File: src/rtl/pc_reg_pkg.sv
// Shared constants and types for the program-counter register.
//   PC_WIDTH         width of the program counter and its data ports
//   PC_RESET_VECTOR  address fetched first after reset
//   INSTR_BYTES      size of one instruction; the sequential PC increment
//   pc_t             program-counter value type
package pc_reg_pkg;

    localparam int PC_WIDTH = 32;
    localparam logic [PC_WIDTH-1:0] PC_RESET_VECTOR = 32'h0000_0000;
    localparam int INSTR_BYTES = 4;

    typedef logic [PC_WIDTH-1:0] pc_t;

endpackage

File: src/rtl/pc_reg.sv
// Program-counter register for the single-cycle datapath.
// Captures the next-PC value every rising edge and exposes the current PC,
// the sequential successor (PC + 4) and a word-alignment status flag.
// Next-PC selection lives upstream; this block only stores.
//
// Ports:
//   i_clk         system clock, rising-edge
//   i_rst_n       synchronous active-low reset, loads RESET_VALUE
//   i_pc          next-PC value to capture
//   o_pc          current PC, straight from the register
//   o_pc_plus4    o_pc + 4, wraps modulo 2^WIDTH
//   o_misaligned  high when o_pc is not word aligned (status only)
module pc_reg
    import pc_reg_pkg::*;
#(
    parameter int               WIDTH       = PC_WIDTH,
    parameter logic [WIDTH-1:0] RESET_VALUE = WIDTH'(PC_RESET_VECTOR)
) (
    input  logic             i_clk,
    input  logic             i_rst_n,
    input  logic [WIDTH-1:0] i_pc,
    output logic [WIDTH-1:0] o_pc,
    output logic [WIDTH-1:0] o_pc_plus4,
    output logic             o_misaligned
);

    logic [WIDTH-1:0] pc_q;

    always_ff @(posedge i_clk) begin
        if (!i_rst_n) begin
            pc_q <= RESET_VALUE;
        end else begin
            pc_q <= i_pc;
        end
    end

    assign o_pc = pc_q;

    // Single shared incrementer; carry out of the top bit is dropped on purpose.
    assign o_pc_plus4 = pc_q + WIDTH'(INSTR_BYTES);

    assign o_misaligned = (pc_q[1:0] != 2'b00);

endmodule

File: config.mk
export PLATFORM = sky130hd
export DESIGN_NAME = pc_reg
export DESIGN_NICKNAME = d
export VERILOG_FILES = /design/src/rtl/pc_reg_pkg.sv /design/src/rtl/pc_reg.sv
export SDC_FILE = /design/constraint.sdc
export NUM_CORES = 1
export LEC_CHECK = 0
export CAP_MARGIN = 15
export CELL_PAD_IN_SITES_DETAIL_PLACEMENT = 1
export CELL_PAD_IN_SITES_GLOBAL_PLACEMENT = 2
export CORE_MARGIN = 2
export CORE_UTILIZATION = 20
export DETAILED_ROUTE_END_ITERATION = 10
export PLACE_DENSITY_LB_ADDON = 0.2
export SLEW_MARGIN = 20
export SYNTH_ARGS = -nofsm -noshare
export SYNTH_HDL_FRONTEND = slang
export SYNTH_SLANG_ARGS = --single-unit
File: constraint.sdc
create_clock -name i_clk -period 3.14 [get_ports i_clk]
set_input_delay 0.628 -clock i_clk [delete_from_list [all_inputs] [get_ports i_clk]]
set_output_delay 0.628 -clock i_clk [all_outputs]
set_load 0.005 [all_outputs]
# Word-level counts from Yosys, hierarchy flattened
# Cells that the tools add are included.
[word_totals]
register_bits = 32
wordCells = 3
inputBits = 34
[classes]
n_addsub = 1
n_reduce_logical = 1
[ops]
columns = ["operator", "n"]
rows = [
  ["adder 32 x 3 -> 32 bit, second input constant", 1],
  ["nonzero test 2 bit", 1],
]

# Longest topological paths before layout
# Gate-level depths: netlist of the first run.
[logic_depth]
depth_word = 1
mapped_depth = 5
depth_no_buf = 5

# Worst setup path after synthesis of the first run
# No wires, ideal clock.
[synth_path]
path_kind = "register to output"
startpoint = "register pc_q[2] (netlist: o_pc[2])"
endpoint = "output o_pc_plus4[28]"
path_slack_ns = 1.075
path_stages_with_launch = 6
path_buffers = 0
arrival_ns = 1.437
cell_sequence = "dfxtp_1 ha_1 nand3_1 nor4_4 nand4_1 xnor2_1"
[synth_between]
elab_chain_cells = 1
[synth_rtl]
columns = ["element", "line", "rtl"]
rows = [
  ["from (decl)", "pc_reg.sv:27", "logic [WIDTH-1:0] pc_q;"],
  ["from (signal assigned)", "pc_reg.sv:33", "pc_q <= i_pc;"],
  ["adder 32 x 3 -> 32 bit", "pc_reg.sv:40", "assign o_pc_plus4 = pc_q + WIDTH'(INSTR_BYTES);"],
  ["to (decl)", "pc_reg.sv:23", "output logic [WIDTH-1:0] o_pc_plus4,"],
]
# No other way between the ends.

# Final worst setup path of the first run
[layout_path]
startpoint = "register pc_q[4] (netlist: o_pc[4])"
endpoint = "output o_pc_plus4[15]"
# Same word-level chain as after synthesis.

==> results of run 1 <==
## timing repair
item / in CTS / in global routing
pin swaps: 2 / 0
endpoints found under the setup margin: 8 / 8
buffers inserted: 3 / 0
resized for setup: 0 / 4
## layout make-up
cell class,instances,area share
multi-input cells,112,0.294
inverters,2,0.00283
repair buffers,101,0.379
flip-flops and latches,32,0.242
clock buffers,7,0.0364
well taps,96,0.0453
## synthesized netlist by cell type, drive strengths merged
cell type	count	area (um^2)
inv	2	7.51
nand3	11	60.1
dfxtp	32	641
nand2	10	37.5
nor3	3	15.0
or2	3	18.8
and4	2	18.8
clkbuf	3	11.3
and2	33	206
xor2	7	61.3
nor4	2	42.5
nand4	10	68.8
buf	2	15.0
nor2	7	26.3
ha	1	12.5
xnor2	21	184
and3	2	12.5
## per-layer routing
layer | global-route usage | routed length [um] | share of wire | vias to the layer above
met5 | 0 | 0 | 0 | -
met4 | 0.0413 | 61 | 0.014 | 0
met3 | 0.0504 | 365 | 0.081 | 6
met2 | 0.197 | 2190 | 0.49 | 52
met1 | 0.140 | 1890 | 0.42 | 621
li1 | - | - | - | 699
## logic make-up after synthesis
| kind of cell | Yosys count | synth area share |
|---|---|---|
| XOR/XNOR | 28 | 0.170 |
| adder cells (fa/ha/maj) | 1 | 0.00869 |
| buffers and inverters | 7 | 0.0235 |
| flip-flops | 32 | 0.445 |
| AND/OR/NAND/NOR | 83 | 0.352 |
## layout by cell type (no fill, tap or decap), drive strengths merged
cell | netlist | final
xor2 | 7 | 7
clkbuf | 3 | 7
and2 | 33 | 33
and3 | 2 | 2
or2 | 3 | 3
buf | 2 | 3
clkdlybuf4s50 | 0 | 98
nand2 | 10 | 10
dfxtp | 32 | 32
inv | 2 | 2
xnor2 | 21 | 21
nor4 | 2 | 2
ha | 1 | 1
nand3 | 11 | 11
nand4 | 10 | 10
nor3 | 3 | 3
and4 | 2 | 2
nor2 | 7 | 7
## final timing paths
path	slack, ps	start	end
min	920	i_pc[2]	o_pc[2]$_SDFF_PN0_
max	170	o_pc[4]$_SDFF_PN0_	o_pc_plus4[15]
## metrics by stage
stage / worst slack (ps) / area [um^2] / hold slack (ps) / utilization
after detailed placement: 277 / 2510 / 1220 / 0.366
after global placement: 324 / 2510 / 1210 / 0.366
after global routing: 2.88 / 2650 / 914 / 0.386
final: 167 / 2650 / 919 / 0.386
after floorplan: 1070 / 1440 / 750 / -
after CTS: 8.72 / 2630 / 915 / 0.383
## where the power goes
part | internal, mW | leakage (nW) | total (mW) | switching, mW
combinational | 0.131 | 0.665 | 0.174 | 0.0432
clock | 0.195 | 0.0503 | 0.339 | 0.145
sequential | 0.429 | 0.267 | 0.458 | 0.0291
total | 0.754 | 0.982 | 0.971 | 0.217
==> flow_summary.toml, run 1 <==
[synthesis]
postSynthCellCount = 151
syn_nets = 186
synth_area_um2 = 1440
ys_seq_elements = 32
yosys_warnings = 0
yosysSeqAreaShare = 0.445
ys_types = 20
avgSynthCellArea_um2 = 9.53

[placement]
placedCellCount = 340
portBuffers = 98
hpwl_mm = 3.56
gp_congestion = 0.745

[global_routing]
grt_overflow = 0
grt_usage = 0.120
grt_pass1_vias = 1421
antenna_found_initial = 0
grt_max_degree = 33
grt_pass1_wl_mm = 7.11

[floorplanning]
core_um2 = 6870
ios = 99
die-area_um2 = 7890
dieHeight_um = 88.8
dieWidth_um = 88.8
start_util = 0.209
placementRows = 30

[worst_setup_path]
crit_family = "simple AND/OR/NAND/NOR gates"
path_max_fanout = 5
cp-start-kind = "flop"
critPathBufInv = 1
cp_num_cells = 5
crit_chain = "nand4_1, or2_2, nor3_1, xor2_1, clkdlybuf4s50_1"
worstPathArrival_ps = 2340
crit_type = "flop to output pin"
required_ps = 2510
endpoint_kind = "output pin"
crit_slowest_cell = "clkdlybuf4s50_1"
crit_path_max_incr_delay_ps = 520

[final_layout]
register_area_um2 = 642
fin_nets = 289
diodes = 0
fillCellCount = 807
layout.cells.non_filler = 350
multiInputGateArea_um2 = 779
area_growth_pct = 84.1
largest_reg_flops = 32
drive_gt1_frac = 0.0827

[sta]
slew_headroom = 0.428
max_slew.worst_pin.slew_ps = 856
fin_crit_ps = 2970
rsz0062_at_grt = "false"
period_share = 0.947
maxSlewViolCount = 0
tns_ps = 0
finalSetupViolCount = 0
finalHoldViolCount = 0
max_freq_mhz = 336

[routing]
routed_wl_mm = 4.51
drc_errors = 0
ant_nets = 0
routedWlPerCell_um = 12.9
drtIter0Drc = 17
firstDrtPassIters = 3
vias = 1378
vias_per_cell = 3.94

[pwr]
p_leak_nw = 0.982
p_total_uw = 971
power_density_nw_per_um2 = 367
vdd_drop_max_v = 0.000173

[clock_network]
clock-sinks = 32
cts_buffer_depth = 2
numCtsBuffers = 5
cts_tree = "done"
cts.htree.levels = 2
clk_pin_slew_ps = 60
clock-root-buffer = "clkbuf_8"
holdBufCountCts = 0

[run_status]
status = "finished clean"

[flow_run]
drv_cap = 0

[worst_hold_path]
holdCritPathClass = "primary input to flop"
min_path_cells = 2
No activity file was read; power rests on OpenSTA's default activity.
==> run 2: changes to the inputs <==
--- a/config.mk
+++ b/config.mk
@@ -8,8 +8,8 @@
 export CAP_MARGIN = 15
 export CELL_PAD_IN_SITES_DETAIL_PLACEMENT = 1
 export CELL_PAD_IN_SITES_GLOBAL_PLACEMENT = 2
-export CORE_MARGIN = 2
-export CORE_UTILIZATION = 20
+export CORE_ASPECT_RATIO = 0.9
+export CORE_UTILIZATION = 18
 export DETAILED_ROUTE_END_ITERATION = 10
 export PLACE_DENSITY_LB_ADDON = 0.2
 export SLEW_MARGIN = 20
==> constraint.sdc (replaced) <==
create_clock -name i_clk -period 3.3 [get_ports i_clk]
set_input_delay 0.66 -clock i_clk [delete_from_list [all_inputs] [get_ports i_clk]]
set_output_delay 0.66 -clock i_clk [all_outputs]
set_load 0.005 [all_outputs]
==> flow_summary.toml, run 2 (synthesis gave the netlist of run 1 again) <==
[worst_hold_path]
holdCritPathClass = "primary input to flop"

[sta]
rsz0062_at_grt = "false"
layout_setup_ws_ps = 286
tns_ps = 0
max_freq_mhz = 332
maxSlewViolCount = 0
finalSetupViolCount = 0
period_share = 0.913
slew_headroom = 0.405
max_slew.worst_pin.slew_ps = 890
finalHoldViolCount = 0
fin_crit_ps = 3010

[final_layout]
diodes = 0
fin_nets = 290
drive_gt1_frac = 0.0742
register_area_um2 = 641
layout_common_cells = "clkdlybuf4s50_1, and2_1, dfxtp_1, xnor2_1, nand2_1"
area_growth_pct = 83.4
fillCellCount = 899
largest_reg_flops = 32
layout_commonest_cell = "clkdlybuf4s50_1"
multiInputGateArea_um2 = 769

[clock_network]
clock-sinks = 32
holdBufCountCts = 0
clock-root-buffer = "clkbuf_8"
cts_buffer_depth = 2
cts.htree.levels = 2
cts_tree = "done"
clk_pin_slew_ps = 70
numCtsBuffers = 5

[global_routing]
grt_pass1_wl_mm = 7.10
grt_max_degree = 33
grt_pass1_vias = 1390
grt_usage = 0.115
grt_overflow = 0
antenna_found_initial = 0

[routing]
drc_errors = 0
drtIter0Drc = 6
ant_nets = 0
routedWlPerCell_um = 13.0
vias_per_cell = 3.99
firstDrtPassIters = 3
vias = 1405
routed_wl_mm = 4.59

[pwr]
p_leak_nw = 0.985
p_int_uw = 702
combinationalPowerShare = 0.182
power_density_nw_per_um2 = 346
power_frac_seq = 0.477
switching_power_uw = 210
netSwitchingFraction = 0.230
clockPowerShare = 0.341
vdd_drop_max_v = 0.000131

[floorplanning]
core_um2 = 7660
placementRows = 30
dieHeight_um = 86.8
dieWidth_um = 96.2
ios = 99
start_util = 0.188
die-area_um2 = 8360

[worst_setup_path]
cp-start-kind = "flop"
required_ps = 2640
endpoint_kind = "output pin"
crit_type = "flop to output pin"
path_max_fanout = 5
worstPathArrival_ps = 2350

[flow_run]
drv_cap = 0

[placement]
portBuffers = 98
gp_congestion = 0.716
hpwl_mm = 3.60
place_ws_ps = 376

[run_status]
status = "finished clean"
==> run 2: cell count changes in the layout (fill, tap and decap cells not counted) <==
cell,previous run,this run
nand3_4,1,0
ha_2,1,0
nand3_2,1,2
ha_1,0,1
buf_4,3,4
dfxtp_2,1,0
clkbuf_1,0,2
clkbuf_8,7,6
dfxtp_1,31,32
==> run 2: through the flow <==
| step | cells | util | hold WS, ps | cell area (um^2) | power (mW) |
|---|---|---|---|---|---|
| CTS | 348 | 0.340 | 945 | 2600 | 0.934 |
| finish | 352 | 0.345 | 952 | 2640 | 0.912 |
| global placement | 340 | 0.328 | 1240 | 2510 | 0.613 |
| floorplan | 151 | - | 782 | 1440 | 0.480 |
| global route | 352 | 0.345 | 944 | 2640 | 0.966 |
| detailed placement | 340 | 0.328 | 1250 | 2510 | 0.612 |
==> run 2: power groups by stage <==
stage / registers, mW / clock network [mW] / logic [mW]
after floorplan: 0.440 / 0 / 0.0394
after global placement: 0.444 / 0 / 0.169
after detailed placement: 0.444 / 0 / 0.168
after CTS: 0.435 / 0.329 / 0.169
after global routing: 0.439 / 0.346 / 0.181
final: 0.435 / 0.311 / 0.166
==> run 2: what timing repair did <==
action                                  4_1_cts  5_1_grt
endpoints found under the setup margin        0       10
setup buffers                                 0        4
endpoints found under the hold margin         0        0
gates resized for setup                       0        1
==> run 2: layout make-up <==
class	count	area share
Tap cell	96	0.0455
Multi-Input combinational cell	112	0.292
Sequential cell	32	0.243
Clock buffer	8	0.0341
Inverter	2	0.00284
Timing Repair Buffer	102	0.383
==> run 2: per-layer routing <==
layer,part of all wire,global-route usage
met1,0.42,0.138
met2,0.49,0.186
met3,0.075,0.0456
met4,0.011,0.0366
met5,0,0
==> run 2: critical path, stage by stage (launching register included) <==
cell	delay, ps
dfxtp_1	400
ha_1	220
nand3_2	170
nor4_4	320
buf_4	190
nand4_1	110
xnor2_1	150
clkdlybuf4s50_1	510
==> run 2: path summary, 6_finish.rpt <==
kind | endpoint | slack (ps) | cells past startpoint | from
setup / recovery | o_pc_plus4[24] | 290 | 7 | o_pc[2]$_SDFF_PN0_
hold / removal | o_pc[7]$_SDFF_PN0_ | 950 | 2 | i_pc[7]
